**src/rtl/onewire_master.sv**
```systemverilog
// onewire_master: 1-Wire bus initiator at standard speed.
// Generates reset/presence, write and read time slots on an open-drain bus and
// exchanges whole bytes (LSB first on the wire) with the host via a simple
// command/response handshake.
//
// Ports:
//   clk, rst          system clock, synchronous active-high reset
//   IO_i              raw bus level (synchronised internally)
//   IO_o              1 = pull bus low, 0 = release
//   cmd_valid/ready   command handshake; cmd_op 00 RESET, 01 WRITE_BYTE,
//                     10 READ_BYTE, 11 TOUCH_BIT; cmd_data write byte / touch bit 0
//   rsp_valid         one-cycle completion pulse
//   rsp_data          read byte, or touch sample in bit 0
//   rsp_presence      presence pulse seen during RESET
//   rsp_stuck         bus still low at the end of the final slot / recovery
//   busy              command in progress
//   crc8              (only with OW_CRC8_EN) running Dallas CRC-8 of byte traffic
//
// Build option: define OW_CRC8_EN to add the crc8 port and CRC logic.
module onewire_master #(
  parameter int unsigned CLKS_PER_US = 50,
  parameter int unsigned T_RSTL_US   = 480,
  parameter int unsigned T_PDS_US    = 70,
  parameter int unsigned T_RSTR_US   = 410,
  parameter int unsigned T_SLOT_US   = 70,
  parameter int unsigned T_LOW1_US   = 6,
  parameter int unsigned T_LOW0_US   = 60,
  parameter int unsigned T_RDS_US    = 15
) (
  input  logic       clk,
  input  logic       rst,
  input  logic       IO_i,
  output logic       IO_o,
  input  logic       cmd_valid,
  output logic       cmd_ready,
  input  logic [1:0] cmd_op,
  input  logic [7:0] cmd_data,
  output logic       rsp_valid,
  output logic [7:0] rsp_data,
  output logic       rsp_presence,
  output logic       rsp_stuck,
  output logic       busy
`ifdef OW_CRC8_EN
  ,
  output logic [7:0] crc8
`endif
);

  localparam int unsigned PreW = (CLKS_PER_US > 1) ? $clog2(CLKS_PER_US) : 1;
  localparam int unsigned UsW  = 10;

  localparam logic [1:0] OpReset = 2'b00;
  localparam logic [1:0] OpWrite = 2'b01;
  localparam logic [1:0] OpRead  = 2'b10;
  localparam logic [1:0] OpTouch = 2'b11;

  typedef enum logic [2:0] {
    StIdle, StRstLow, StRstWait, StRstRecov, StSlotLow, StSlotRel, StSlotRec, StDone
  } state_e;

  state_e             state_q, state_d;
  logic [PreW-1:0]    pre_q;
  logic [UsW-1:0]     us_q, us_d;
  logic               meta_q, sync_q;
  logic [1:0]         op_q, op_d;
  logic [7:0]         data_q, data_d;
  logic [2:0]         bit_q, bit_d;
  logic               pres_q, pres_d;
  logic [7:0]         rsp_data_q, rsp_data_d;
  logic               rsp_pres_q, rsp_pres_d;
  logic               rsp_stuck_q, rsp_stuck_d;
  logic               tick;
  logic [UsW-1:0]     low_len;

  // Free-running prescaler, so phase starts jitter by less than 1 us.
  assign tick = (pre_q == PreW'(CLKS_PER_US - 1));

  // Read slots are loaded with 8'hFF, so data_q[0]==0 only for a real write-0.
  assign low_len = data_q[0] ? UsW'(T_LOW1_US) : UsW'(T_LOW0_US);

  always_comb begin
    state_d     = state_q;
    op_d        = op_q;
    data_d      = data_q;
    bit_d       = bit_q;
    pres_d      = pres_q;
    rsp_data_d  = rsp_data_q;
    rsp_pres_d  = rsp_pres_q;
    rsp_stuck_d = rsp_stuck_q;
    unique case (state_q)
      StIdle: begin
        if (cmd_valid) begin
          op_d        = cmd_op;
          bit_d       = 3'd0;
          data_d      = (cmd_op == OpRead) ? 8'hFF : cmd_data;
          rsp_data_d  = 8'h00;
          rsp_pres_d  = 1'b0;
          rsp_stuck_d = 1'b0;
          state_d     = (cmd_op == OpReset) ? StRstLow : StSlotLow;
        end
      end
      StRstLow: begin
        if (tick && us_q == UsW'(T_RSTL_US - 1)) state_d = StRstWait;
      end
      StRstWait: begin
        if (tick && us_q == UsW'(T_PDS_US - 1)) begin
          pres_d  = ~sync_q;
          state_d = StRstRecov;
        end
      end
      StRstRecov: begin
        if (tick && us_q == UsW'(T_RSTR_US - 1)) begin
          rsp_pres_d  = pres_q;
          rsp_stuck_d = ~sync_q;
          state_d     = StDone;
        end
      end
      StSlotLow: begin
        if (tick && us_q == low_len - UsW'(1)) state_d = StSlotRel;
      end
      StSlotRel: begin
        // A write-0 low phase already extends past the sample point: leave at once.
        if (us_q >= UsW'(T_RDS_US) || (tick && us_q == UsW'(T_RDS_US - 1))) begin
          data_d  = {sync_q, data_q[7:1]};
          state_d = StSlotRec;
        end
      end
      StSlotRec: begin
        if (tick && us_q == UsW'(T_SLOT_US - 1)) begin
          if (op_q == OpTouch || bit_q == 3'd7) begin
            rsp_stuck_d = ~sync_q;
            unique case (op_q)
              OpRead:  rsp_data_d = data_q;
              OpTouch: rsp_data_d = {7'b0, data_q[7]};
              default: rsp_data_d = 8'h00;
            endcase
            state_d = StDone;
          end else begin
            bit_d   = bit_q + 3'd1;
            state_d = StSlotLow;
          end
        end
      end
      StDone:  state_d = StIdle;
      default: state_d = StIdle;
    endcase
  end

  // Slot sub-phases keep the timer running so it measures time from slot start.
  always_comb begin
    us_d = us_q;
    if (state_q == StIdle ||
        (state_d != state_q && state_d != StSlotRel && state_d != StSlotRec)) begin
      us_d = '0;
    end else if (tick) begin
      us_d = us_q + UsW'(1);
    end
  end

  always_ff @(posedge clk) begin
    if (rst) begin
      state_q     <= StIdle;
      pre_q       <= '0;
      us_q        <= '0;
      meta_q      <= 1'b1;
      sync_q      <= 1'b1;
      op_q        <= OpReset;
      data_q      <= 8'h00;
      bit_q       <= 3'd0;
      pres_q      <= 1'b0;
      rsp_data_q  <= 8'h00;
      rsp_pres_q  <= 1'b0;
      rsp_stuck_q <= 1'b0;
    end else begin
      state_q     <= state_d;
      pre_q       <= tick ? '0 : pre_q + PreW'(1);
      us_q        <= us_d;
      meta_q      <= IO_i;
      sync_q      <= meta_q;
      op_q        <= op_d;
      data_q      <= data_d;
      bit_q       <= bit_d;
      pres_q      <= pres_d;
      rsp_data_q  <= rsp_data_d;
      rsp_pres_q  <= rsp_pres_d;
      rsp_stuck_q <= rsp_stuck_d;
    end
  end

`ifdef OW_CRC8_EN
  logic [7:0] crc_q, crc_d;
  logic       crc_fb;

  // Reflected x^8+x^5+x^4+1, one wire bit per update (written bit or read bit).
  always_comb begin
    crc_d  = crc_q;
    crc_fb = crc_q[0] ^ ((op_q == OpRead) ? sync_q : data_q[0]);
    if (state_q == StIdle && cmd_valid && cmd_op == OpReset) begin
      crc_d = 8'h00;
    end else if (state_q == StSlotRel && state_d == StSlotRec && op_q != OpTouch) begin
      crc_d = {1'b0, crc_q[7:1]} ^ (crc_fb ? 8'h8C : 8'h00);
    end
  end

  always_ff @(posedge clk) begin
    if (rst) crc_q <= 8'h00;
    else     crc_q <= crc_d;
  end

  assign crc8 = crc_q;
`endif

  assign IO_o         = (state_q == StRstLow) || (state_q == StSlotLow);
  assign busy         = (state_q != StIdle);
  assign cmd_ready    = ~busy;
  assign rsp_valid    = (state_q == StDone);
  assign rsp_data     = rsp_data_q;
  assign rsp_presence = rsp_pres_q;
  assign rsp_stuck    = rsp_stuck_q;

endmodule

```
**config.mk**
```make
export PLATFORM = sky130hd
export DESIGN_NAME = onewire_master
export DESIGN_NICKNAME = d
export VERILOG_FILES = /design/src/rtl/onewire_master.sv
export SDC_FILE = /design/constraint.sdc
export NUM_CORES = 1
export LEC_CHECK = 0
export CAP_MARGIN = 25
export CORE_ASPECT_RATIO = 2
export CORE_MARGIN = 1
export CORE_UTILIZATION = 30
export DETAILED_ROUTE_END_ITERATION = 8
export GPL_TIMING_DRIVEN = 0
export MAX_ROUTING_LAYER = met4
export SKIP_LAST_GASP = 1
export SYNTH_ARGS = -nofsm -noshare
export SYNTH_HDL_FRONTEND = slang
export SYNTH_SLANG_ARGS = --single-unit
```
**constraint.sdc**
```tcl
create_clock -name clk -period 3.3 [get_ports clk]
set_input_delay 0.33 -clock clk [delete_from_list [all_inputs] [get_ports clk]]
set_output_delay 0.33 -clock clk [all_outputs]
set_load 0.02 [all_outputs]
```
## Word-level counts from Yosys, hierarchy flattened

Index checks and enable logic that the tools add are counted.

- Input port bits: 14
- Flip-flop bits (word level): 45
- Output and inout port bits: 14
- Logic and storage cells: 103

- Reductions and logical operators: 27
- Bitwise logic cells: 2
- Add/subtract/negate cells: 4
- Magnitude comparators: 1
- Multiplexer cells: 31
- Equality and inequality tests: 26

Operators by type and width:

| cell | count |
|---|---|
| $mux W8 | 6 |
| $pmux W8 S2 | 3 |
| $mux W3 | 11 |
| $pmux W3 S8 | 1 |
| $eq A10 B9 Y1 const B | 2 |
| $eq A3 B3 Y1 const B | 5 |
| $ne A2 B2 Y1 const B | 6 |
| $add A10 B1 Y10 const B | 1 |
| $eq A10 B10 Y1 | 1 |
| $eq A10 B4 Y1 const B | 1 |
| $eq A10 B7 Y1 const B | 1 |
| $ge A10 B4 Y1 const B | 1 |
| $reduce_and A4 Y1 | 2 |
| $logic_and A1 B1 Y1 | 7 |
| $sub A6 B1 Y7 const B | 1 |
| $add A6 B1 Y6 const B | 1 |
| $eq A2 B2 Y1 const B | 3 |
| $eq A3 B2 Y1 const B | 2 |
| $eq A6 B6 Y1 const B | 1 |
| $mux W6 | 1 |
| $ne A3 B3 Y1 const B | 2 |
| $pmux W3 S2 | 1 |
| $reduce_and A3 Y1 | 2 |
| $reduce_bool A2 Y1 | 3 |
| 15 further kinds | 26 |

## Longest topological paths before layout

- Word-level depth: 11
- Gate-level depth with buffers: 11
- Depth with buffers taken out: 9

## Worst setup path before layout

No wires, ideal clock.

- Path type: flip-flop to flip-flop
- Start point: register us_q[0]
- End point: register us_q[5]
- Path slack: 1.114 ns
- Data required time: 3.164 ns
- Path buffers: 0
- Data arrival time: 2.050 ns
- Setup time: 0.136 ns
- Clock period less this slack: 2.186 ns
- Cell stages (with the launch flop): 9
- Path through: dfxtp_1 > ha_1 > a311oi_1 > nand2_1 > or3b_1 > o211ai_1 > nor3_4 > a211oi_4 > nor3_1

- Cells in the longest elaborated chain, start to end: 10
- Elaborated cells between the ends (all ways): 27
- Classes of those cells: add/sub (1); order compare (1); eq/ne (8); mux (7); reduce/logical (10)

Ends and longest elaborated chain:

| element | line | text |
|---|---|---|
| start: declaration | 63 | `logic [UsW-1:0] us_q, us_d;` |
| start signal: assignment | 177 | `us_q <= us_d;` |
| parallel branches: the longest is 10 deep, another holds $ge A10 B4 Y1 | - |  |

Parallel ways; which one is timed is not known.
A chain may end at the register's enable or synchronous reset.

## Worst setup path after layout

- Start point: register us_q[6]
- End point: register us_q[6]

The elaborated chain is that of the path after synthesis.

==> qor.yml <==
outcome: "completed"
netlist_area_sq_um: 2390
post-synth-top-count-cell: "dfxtp_1"
insertion_delay_ps: 290
combined_area_of_the_multi_input_logic_cells_sq_um: 1400
dp_cells: 409
grt_antenna_before_repair: 0
slew_violations: 0
drc_errors: 0
number_of_enable_flip_flop_cells_after_synthesis: 0
critPathKind: "register to register"
dr_total_vias: 2237
first_global_vias: 2155
peakVddDrop_mv: 0.184
antenna_left: 0
dr.pass1.iters: 4
worst_path_max_delay_cell: "a211oi_4"
num_rows: 45
cp-end-kind: "register"
max_cap_viol_count: 0
report.final.hold_viol_count: 0
first_iter_violations: 106
cts_htree_levels: 2
skew_ps: 5.87
grt_use_total_pct: 16.5
cts_made_buffers: 5
yosys.cell_types.count: 51
min_delay_path_depth: 1
yosys.area.top_type: "dfxtp_1"
initial_core_util_pct: 31.2
filler_cell_count: 821
cts_tree: "built"
routed_via_density: 5.36
min_period_ps: 2750
post_cts_resize_count: 0
die_w_um: 65.1
maxSlewHeadroom_pct: 47.8
most_used_dff_post_synth: "dfxtp_1"
power_per_cell_area_nw_per_um2: 439
sequential_share_of_the_synthesized_area_pct: 37.7
synthTopCellsByCount: "dfxtp_1, nor2_1, nand2_1"
fmaxAchievable_mhz: 364
synthArstFlopShare_pct: 0
fin_nets: 344
crit_required_ps: 3450
clk_pin_slew_ps: 60
start_kind: "register"
synthDominantCellAreaShare_pct: 37.7
routabilityCongestion: 0.934
tightest_slew_ps: 783
port-buffer-count: 26
drive_gt1_share_pct: 8.05
finalCritPeriodShare_pct: 83.4
n_antenna_cell: 0
hold-worst-slack_ps: 429
globalRouteOverflowTotal: 0
slowest_delay_ps: 480
route.final.wire_length_um: 6330
timing.reg2reg.worst_path_depth: 7
flip_flop_and_latch_count_after_synthesis: 45
setup_repair_after_global_routing_missed_its_margin: "false"
cells_along_the_critical_path: "nor4b_1 > nand4_1 > and3_1 > o211ai_1 > nor3_4 > a211oi_4 > nor3_1"
total_die_area_sq_um: 8340
post_drt_wl_per_cell_um: 15.2
hp-class: "register to register"
timing.critical_path.arrival_ps: 2910
chip_height_um: 128
setup_viol: 0
grt_max_degree: 13
fin_cells: 417
grt_pass1_wl_um: 10200
cellLeakagePower_uw: 0.00104
post-dp-hpwl_um: 4810
tns_ps: 0
layout.area.seq_sq_um: 901
cts.sinks: 45
synth.top_cells.by_area: "dfxtp_1, nor2_1, a21oi_1, ha_1, xnor2_1"
area.growth.synth_to_final_pct: 22.1
cts_hold_fix_bufs: 0
core_area_sq_um: 7660
synthesized_netlist_cell_count: 289
worstPathMaxFanout: 10
post_synth.cell_area_avg_sq_um: 8.26
totalPowerFinal_uw: 1280
syn-num-nets: 310
cts.path.max_buffers: 2
io_pins: 28
cts.root.buffer_cell: "clkbuf_16"
yosys_warning_total: 0
post_cts_buffers: 0
[kinds of logic (layout without fill, tap and decap cells)]
| family | Yosys count | in the layout | synth area share (%) |
|---|---|---|---|
| AOI/OAI and AO/OA | 58 | 58 | 15.8 |
| xor gates and xnor gates | 15 | 15 | 5.50 |
| adders and majority gates | 7 | 7 | 3.67 |
| buffers and inverters | 22 | 56 | 3.83 |
| DFF | 45 | 45 | 37.7 |
| muxes | 2 | 2 | 0.891 |
| and+or+nand+nor | 140 | 140 | 32.6 |
[layout make-up]
type / instances / area share [%]
plain buffers: 15 / 2.23
well taps: 94 / 4.03
multi-input cells: 222 / 47.9
clock buffers: 7 / 4.89
inverters: 7 / 0.901
repair buffers: 27 / 9.18
flip-flops and latches: 45 / 30.9
[metrics by stage]
stage	worst slack (ps)	area (sq um)	utilization (%)
after detailed placement	552	2770	36.1
final	549	2920	38.1
after global placement	540	2770	36.1
after global routing	368	2920	38.1
after CTS	545	2910	38.0
after floorplan	1110	2390	-
[cell usage in the layout (no fill, tap or decap), drive strengths merged, types with 2 or more instances in the layout]
master	n
a211oi	3
a21oi	22
a22oi	8
a31oi	2
and2	5
and3	5
and4	4
buf	7
clkbuf	16
clkdlybuf4s50	26
dfxtp	45
ha	7
inv	7
nand2	23
nand3	16
nand4	7
nor2	35
nor2b	5
nor3	18
nor3b	2
nor4	3
nor4b	3
nor4bb	3
o211a	2
o211ai	4
o21ai	11
or2	3
or3	2
or3b	2
xnor2	10
xor2	5
[critical path: cells and delay by family, from the launching register on]
family,cells,cell delay (ps)
and+or+nand+nor,5,1350
AOI/OAI and AO/OA,2,820
DFF,1,440
[report_power, final]
part	total, uW	leakage, uW	switching, uW	internal [uW]
logic	197	0.000608	122	74.9
registers	578	0.000366	16.7	561
clock network	506	0.0000700	208	298
total	1280	0.00104	347	934
[registers in the layout, summed over array words and instances (netlist names)]
name          cells
meta_q            1
op_q              2
data_q            8
rsp_stuck         1
us_q             10
state_q           3
rsp_data          8
rsp_presence      1
pres_q            1
bit_q             3
sync_q            1
pre_q             6
[layer usage]
metal	routed length (um)	up-vias	global-route usage (%)
met5	0	-	-
met4	291	0	11.4
met3	137	17	2.22
met2	3560	50	30.8
met1	2340	1065	14.9
li1	-	1105	-
[path summary, 6_finish.rpt]
path                start      end  slack, ps
hold / removal     meta_q   sync_q        430
setup reg to reg  us_q[6]  us_q[6]        550
hold reg to reg    meta_q   sync_q        430
setup / recovery  us_q[6]  us_q[6]        550
No activity file was read; power rests on OpenSTA's default activity.
